**src/rtl/param_op_register_pkg.sv**
```systemverilog
// ============================================================================
//  Module      : param_op_register_pkg
//  Description : Shared command bit positions, the command vector type and
//                the command-count helper for param_op_register.
//  Revision    : 1.0 - initial release
// ============================================================================
`default_nettype none

package param_op_register_pkg;

  localparam int NUM_CMDS = 6;

  // One-hot bit positions inside a command vector
  localparam int CMD_LOAD = 0;
  localparam int CMD_INC  = 1;
  localparam int CMD_DEC  = 2;
  localparam int CMD_CLR  = 3;
  localparam int CMD_SHL  = 4;
  localparam int CMD_SHR  = 5;

  typedef logic [NUM_CMDS-1:0] cmd_vec_t;

  // Number of asserted commands, kept at 3 bits so any multi-command cycle
  // is seen as a count above one rather than wrapping back to 0 or 1.
  function automatic logic [2:0] cmd_count(input cmd_vec_t c);
    logic [2:0] n;
    n = 3'd0;
    for (int i = 0; i < NUM_CMDS; i++) begin
      n = n + {2'b00, c[i]};
    end
    return n;
  endfunction

endpackage

`default_nettype wire

```
**src/rtl/param_op_register_if.sv**
```systemverilog
// ============================================================================
//  Module      : param_op_register_if
//  Description : Command/data bus between the control unit (master) and one
//                architectural register (slave).
//  Revision    : 1.0 - initial release
// ============================================================================
`default_nettype none

interface param_op_register_if #(
  parameter int WIDTH = 16
);

  logic             load;
  logic             inc;
  logic             dec;
  logic             clr;
  logic             shl;
  logic             shr;
  logic             ser_in;
  logic             err_clr;
  logic [WIDTH-1:0] indata;
  logic [WIDTH-1:0] outdata;
  logic             carry;
  logic             zero;
  logic             err;

  modport master (
    output load, inc, dec, clr, shl, shr, ser_in, err_clr, indata,
    input  outdata, carry, zero, err
  );

  modport slave (
    input  load, inc, dec, clr, shl, shr, ser_in, err_clr, indata,
    output outdata, carry, zero, err
  );

endinterface

`default_nettype wire

```
**src/rtl/param_op_register_decode.sv**
```systemverilog
// ============================================================================
//  Module      : param_op_register_decode
//  Description : Combinational command decoder. Passes a single command
//                through as a one-hot select; flags any multi-command cycle.
//  Revision    : 1.0 - initial release
// ============================================================================
`default_nettype none

module param_op_register_decode
  import param_op_register_pkg::*;
(
  input  cmd_vec_t cmds,
  output cmd_vec_t sel,
  output logic     conflict
);

  logic [2:0] count;

  assign count = cmd_count(cmds);

  // Only a lone command is forwarded; zero or several commands select nothing
  always_comb begin
    sel      = '0;
    conflict = (count > 3'd1);
    if (count == 3'd1) begin
      sel = cmds;
    end
  end

endmodule

`default_nettype wire

```
**src/rtl/param_op_register.sv**
```systemverilog
// ============================================================================
//  Module      : param_op_register
//  Description : Parametrised datapath register with load/inc/dec/clr and
//                serial shift commands, carry/borrow capture, zero flag and a
//                sticky command-conflict error flag.
//                Optional macro PARAM_OP_REGISTER_SATURATE_EN: inc/dec
//                saturate at all-ones/zero instead of wrapping.
//  Revision    : 1.0 - initial release
// ============================================================================
`default_nettype none

module param_op_register
  import param_op_register_pkg::*;
#(
  parameter int               WIDTH       = 16,
  parameter logic [WIDTH-1:0] RESET_VALUE = '0
) (
  input  logic               clk,
  input  logic               rst,
  param_op_register_if.slave bus
);

  cmd_vec_t         cmds;
  cmd_vec_t         sel;
  logic             conflict;
  logic [WIDTH-1:0] data_reg;
  logic [WIDTH-1:0] data_next;
  logic             carry_reg;
  logic             carry_next;
  logic             err_reg;
  logic [WIDTH:0]   sum_ext;
  logic [WIDTH:0]   diff_ext;

  // Pack the individual command lines into a vector at the package positions
  always_comb begin
    cmds           = '0;
    cmds[CMD_LOAD] = bus.load;
    cmds[CMD_INC]  = bus.inc;
    cmds[CMD_DEC]  = bus.dec;
    cmds[CMD_CLR]  = bus.clr;
    cmds[CMD_SHL]  = bus.shl;
    cmds[CMD_SHR]  = bus.shr;
  end

  param_op_register_decode u_decode (
    .cmds     (cmds),
    .sel      (sel),
    .conflict (conflict)
  );

  // Extended arithmetic: bit WIDTH is the carry out of inc / borrow of dec
  assign sum_ext  = {1'b0, data_reg} + {{WIDTH{1'b0}}, 1'b1};
  assign diff_ext = {1'b0, data_reg} - {{WIDTH{1'b0}}, 1'b1};

  // Next-state mux; an empty select (idle or conflict) holds data and carry
  always_comb begin
    data_next  = data_reg;
    carry_next = carry_reg;
    if (sel[CMD_LOAD]) begin
      data_next  = bus.indata;
      carry_next = 1'b0;
    end else if (sel[CMD_INC]) begin
`ifdef PARAM_OP_REGISTER_SATURATE_EN
      data_next  = sum_ext[WIDTH] ? data_reg : sum_ext[WIDTH-1:0];
`else
      data_next  = sum_ext[WIDTH-1:0];
`endif
      carry_next = sum_ext[WIDTH];
    end else if (sel[CMD_DEC]) begin
`ifdef PARAM_OP_REGISTER_SATURATE_EN
      data_next  = diff_ext[WIDTH] ? data_reg : diff_ext[WIDTH-1:0];
`else
      data_next  = diff_ext[WIDTH-1:0];
`endif
      carry_next = diff_ext[WIDTH];
    end else if (sel[CMD_CLR]) begin
      data_next  = '0;
      carry_next = 1'b0;
    end else if (sel[CMD_SHL]) begin
      data_next  = {data_reg[WIDTH-2:0], bus.ser_in};
      carry_next = data_reg[WIDTH-1];
    end else if (sel[CMD_SHR]) begin
      data_next  = {bus.ser_in, data_reg[WIDTH-1:1]};
      carry_next = data_reg[0];
    end
  end

  // Register and carry update; reset overrides any command
  always_ff @(posedge clk) begin
    if (rst) begin
      data_reg  <= RESET_VALUE;
      carry_reg <= 1'b0;
    end else begin
      data_reg  <= data_next;
      carry_reg <= carry_next;
    end
  end

  // Sticky conflict flag; a new conflict beats a simultaneous clear
  always_ff @(posedge clk) begin
    if (rst) begin
      err_reg <= 1'b0;
    end else if (conflict) begin
      err_reg <= 1'b1;
    end else if (bus.err_clr) begin
      err_reg <= 1'b0;
    end
  end

  assign bus.outdata = data_reg;
  assign bus.carry   = carry_reg;
  assign bus.err     = err_reg;
  assign bus.zero    = ~|data_reg;

endmodule

`default_nettype wire

```
**src/flat_wrapper.sv**
```systemverilog
// flat-port wrapper written by rule: the top's interface ports become plain ports
module param_op_register_flat import param_op_register_pkg::*;
#(
  parameter int               WIDTH       = 16,
  parameter logic [WIDTH-1:0] RESET_VALUE = '0
)
  (clk, rst, bus_load, bus_inc, bus_dec, bus_clr, bus_shl, bus_shr, bus_ser_in, bus_err_clr, bus_indata, bus_outdata, bus_carry, bus_zero, bus_err);
  param_op_register_if #(.WIDTH(WIDTH)) bus_i ();
  input  logic clk;
  input  logic rst;
  input wire logic [$bits(bus_i.load)-1:0] bus_load;
  input wire logic [$bits(bus_i.inc)-1:0] bus_inc;
  input wire logic [$bits(bus_i.dec)-1:0] bus_dec;
  input wire logic [$bits(bus_i.clr)-1:0] bus_clr;
  input wire logic [$bits(bus_i.shl)-1:0] bus_shl;
  input wire logic [$bits(bus_i.shr)-1:0] bus_shr;
  input wire logic [$bits(bus_i.ser_in)-1:0] bus_ser_in;
  input wire logic [$bits(bus_i.err_clr)-1:0] bus_err_clr;
  input wire logic [$bits(bus_i.indata)-1:0] bus_indata;
  output wire logic [$bits(bus_i.outdata)-1:0] bus_outdata;
  output wire logic [$bits(bus_i.carry)-1:0] bus_carry;
  output wire logic [$bits(bus_i.zero)-1:0] bus_zero;
  output wire logic [$bits(bus_i.err)-1:0] bus_err;
  assign bus_i.load = bus_load;
  assign bus_i.inc = bus_inc;
  assign bus_i.dec = bus_dec;
  assign bus_i.clr = bus_clr;
  assign bus_i.shl = bus_shl;
  assign bus_i.shr = bus_shr;
  assign bus_i.ser_in = bus_ser_in;
  assign bus_i.err_clr = bus_err_clr;
  assign bus_i.indata = bus_indata;
  assign bus_outdata = bus_i.outdata;
  assign bus_carry = bus_i.carry;
  assign bus_zero = bus_i.zero;
  assign bus_err = bus_i.err;
  param_op_register #(.WIDTH(WIDTH), .RESET_VALUE(RESET_VALUE)) u_core (.clk(clk), .rst(rst), .bus(bus_i));
endmodule
```
**config.mk**
```make
export PLATFORM = sky130hd
export DESIGN_NAME = param_op_register_flat
export DESIGN_NICKNAME = d
export VERILOG_FILES = /design/src/rtl/param_op_register_pkg.sv /design/src/rtl/param_op_register_if.sv /design/src/rtl/param_op_register_decode.sv /design/src/rtl/param_op_register.sv /design/src/flat_wrapper.sv
export SDC_FILE = /design/constraint.sdc
export NUM_CORES = 1
export LEC_CHECK = 0
export ABC_AREA = 1
export BUFFER_PORTS_ARGS = -buffer_cell sky130_fd_sc_hd__buf_2
export CAP_MARGIN = 20
export CORE_ASPECT_RATIO = 1.75
export CORE_UTILIZATION = 50
export CTS_BUF_LIST = sky130_fd_sc_hd__clkbuf_4
export DETAILED_ROUTE_END_ITERATION = 8
export PLACE_DENSITY = 0.75
export SLEW_MARGIN = 20
export SYNTH_ARGS = -nofsm -noshare
export SYNTH_HDL_FRONTEND = slang
export SYNTH_SLANG_ARGS = --single-unit
```
**constraint.sdc**
```tcl
create_clock -name clk -period 3.35 [get_ports clk]
set_input_delay 0.5025 -clock clk [delete_from_list [all_inputs] [get_ports clk]]
set_output_delay 0.5025 -clock clk [all_outputs]
set_load 0.01 [all_outputs]
```
==> impl_metrics.py <==
metrics = {
    "placed_design": {
        "io_buffers": 44,
        "dpl_worst_slack_ns": -0.253,
        "place.gp.congestion": 0.996,
        "dp.final_hpwl_microns": 5950,
        "placedInstanceArea_sq_um": 2720,
    },
    "logic_synthesis": {
        "net_count_of_the_mapped_netlist": 418,
        "synth_largest_area_cell": "sky130_fd_sc_hd__dfxtp_1",
        "synthDominantCellAreaShare_pct": 15.2,
        "netlist_instances": 385,
        "synth-async-reset-ratio_pct": 0,
        "synth_edf_count": 0,
        "synth_sequential_area_ratio_pct": 15.2,
        "dominantRegCellSynth": "sky130_fd_sc_hd__dfxtp_1",
        "ys_types": 39,
        "ys_warn_count": 0,
        "most_area_consuming_cells_after_synthesis": "sky130_fd_sc_hd__dfxtp_1, sky130_fd_sc_hd__nand2_1, sky130_fd_sc_hd__nand3_1",
        "synth.ff_latch_count": 18,
        "synth_area_sq_um": 2380,
        "synthesis.area_per_instance_sq_um": 6.17,
    },
    "power_and_ir_drop": {
        "peakVddDrop_v": 0.000633,
        "cellLeakagePower_nw": 1.40,
        "power_per_cell_area_nw_per_um2": 805,
    },
    "clock_tree": {
        "htreeDepth": 1,
        "total_clock_sinks": 18,
        "tritoncts": "built",
        "cts_hold_buf": 0,
        "cts.path.max_buffers": 2,
        "number_of_buffers_created_by_cts": 3,
        "worst_skew_pair.late_latency_ns": 0.30,
        "root_buffer": "sky130_fd_sc_hd__clkbuf_4",
        "cts.clk_slew.worst_paths_ns": 0.10,
    },
    "floorplan": {
        "floorplan_die_area_sq_um": 5050,
        "core_sq_um": 4480,
        "die_width_microns": 54.1,
        "die_y_microns": 93.2,
        "floorplan.initialDensity_pct": 53.0,
        "placementRows": 32,
        "io-pin-count": 45,
    },
    "routing": {
        "detail_route.wirelength_microns": 7420,
        "route.detailed.wl_per_inst_microns": 15.2,
        "num_vias": 2791,
        "drt_iter0_drc": 90,
        "first_pass_iters": 4,
        "drtAntennaViolNets": 0,
        "detailed_route_drc_error_count": 0,
        "route.detailed.vias_per_inst": 5.71,
    },
    "sta": {
        "rsz0062_at_grt": "true",
        "final_hold_viol_count": 0,
        "maxSlewViolCount": 0,
        "clock.fmax_mhz": 307,
        "hold_slack_ns": 0.435,
        "timing.final.crit_share_pct": 97.1,
        "timing_worst_slew_pin_value_ns": 0.476,
        "setup-violations-final": 0,
        "slew-limit-headroom_pct": 68.2,
        "crit_path_setup_slack_layout_ns": 0.0973,
        "setup_tns_final_ns": 0,
        "skew_ns": 0.00252,
        "min_period_ns": 3.25,
    },
    "critical_path": {
        "critical_path.reg2reg.startpoint": "u_core.bus.outdata[0]",
        "worst-path-max-fanout": 18,
        "crit_arrival_ns": 3.45,
        "timing.setup.critical_path_class": "in -> reg",
        "worst_r2r_path_depth": 10,
        "crit_end_element": "flip-flop",
        "rrSetupSlack_ns": 1.44,
        "startpoint_type": "input pin",
        "cp_data_required_time_ns": 3.55,
        "crit-reg2reg-capture": "u_core.bus.outdata[12]",
    },
    "layout": {
        "syn_to_final_growth_pct": 16.7,
        "mostFrequentLayoutCells": "sky130_fd_sc_hd__nand2_1, sky130_fd_sc_hd__buf_2, sky130_fd_sc_hd__nand3_1",
        "fin_area_sq_um": 2780,
        "drive_gt1_share_pct": 27.4,
        "number_of_diodes_added_for_antenna_fixing": 0,
        "largest_register_ffs": 16,
        "layout_commonest_cell": "sky130_fd_sc_hd__nand2_1",
        "nNetsFinal": 472,
        "final_core_utilization_pct": 61.9,
    },
    "min_path": {
        "worstHoldEndpoint": "u_core.bus.err",
        "hold-path-cell-count": 4,
        "type_of_the_worst_min_delay_path": "in -> reg",
        "hp-start": "bus_err_clr",
    },
    "flow_run": {
        "cap_viol_max_count": 0,
    },
    "outcome": {
        "outcome": "finished clean",
    },
    "grt": {
        "initial_antenna_violation_count": 0,
        "grtUsageTotal_pct": 32.2,
        "grt_max_degree": 21,
        "grt_pass1_vias": 2587,
        "grt_first_pass_wirelength_microns": 11900,
        "remaining_global_route_overflow": 0,
    },
}
[layout make-up]
type,count,area [sq um]
Tap cell,51,63.8
Inverter,45,176
Clock buffer,3,22.5
Sequential cell,18,360
Multi-Input combinational cell,299,1670
Timing Repair Buffer,72,475
Clock inverter,1,3.75
Fill cell,446,1710
[how the worst max path moves through the flow]
stage                        from                    end  slack, ns  depth (start not counted)
final                     bus_dec  u_core.bus.outdata[8]        0.1                         17
after floorplan           bus_shr  u_core.bus.outdata[4]      0.005                         16
after global placement    bus_shl  u_core.bus.outdata[8]      -0.17                         17
after detailed placement  bus_shl  u_core.bus.outdata[8]      -0.25                         17
after global routing      bus_shr  u_core.bus.outdata[7]      -0.02                         16
after CTS                 bus_shl  u_core.bus.outdata[8]       0.07                         17
[critical path, stage by stage]
cell                      delay, ns
sky130_fd_sc_hd__buf_2         0.10
sky130_fd_sc_hd__inv_1         0.08
sky130_fd_sc_hd__fa_1          0.43
sky130_fd_sc_hd__fa_1          0.49
sky130_fd_sc_hd__inv_1         0.04
sky130_fd_sc_hd__ha_2          0.16
sky130_fd_sc_hd__fa_1          0.48
sky130_fd_sc_hd__nor2_4        0.22
sky130_fd_sc_hd__nand2_8       0.11
sky130_fd_sc_hd__nor2_4        0.18
sky130_fd_sc_hd__inv_6         0.06
sky130_fd_sc_hd__nand2_4       0.07
sky130_fd_sc_hd__nor4_4        0.05
sky130_fd_sc_hd__buf_12        0.16
sky130_fd_sc_hd__buf_4         0.14
sky130_fd_sc_hd__a21oi_2       0.09
sky130_fd_sc_hd__a21oi_1       0.07
[metal layers]
layer / vias to the layer above / GRT usage [%] / share of wire, %
li1: 1378 / - / -
met1: 1248 / 33.6 / 35
met2: 119 / 54.8 / 54
met3: 46 / 6.34 / 4.7
met4: 0 / 20.9 / 6.7
met5: - / 0 / 0
[cell usage after synthesis, types with 7 or more instances]
library cell,number
sky130_fd_sc_hd__a21oi_2,13
sky130_fd_sc_hd__o21ai_0,26
sky130_fd_sc_hd__nand3_1,42
sky130_fd_sc_hd__inv_1,41
sky130_fd_sc_hd__o211ai_1,18
sky130_fd_sc_hd__a21oi_1,21
sky130_fd_sc_hd__nor2_4,7
sky130_fd_sc_hd__buf_2,7
sky130_fd_sc_hd__nand2_1,90
sky130_fd_sc_hd__nor2_1,34
sky130_fd_sc_hd__dfxtp_1,18
[cell families after synthesis]
family	Yosys count	synth area share (%)
xor+xnor	6	2.21
fa+ha+maj	7	4.63
flops	18	15.2
buf+inv	68	14.9
compound gates	88	23.2
simple gates	198	39.9
[where the power goes]
group / switching [W] / total (W) / internal, W
clock network: 0.0000695 / 0.000113 / 0.0000434
logic: 0.00101 / 0.00162 / 0.000612
registers: 0.000208 / 0.000501 / 0.000293
[stage by stage]
step / power (W) / cells
floorplan: 0.00164 / 385
global placement: 0.00207 / 484
detailed placement: 0.00209 / 484
CTS: 0.00221 / 488
global route: 0.00246 / 489
finish: 0.00224 / 489
[what timing repair did]
action,4_1_cts,5_1_grt
resized for setup,0,5
endpoints found under the setup margin,0,7
buffers inserted,0,1
No activity file was read; power rests on OpenSTA's default activity.
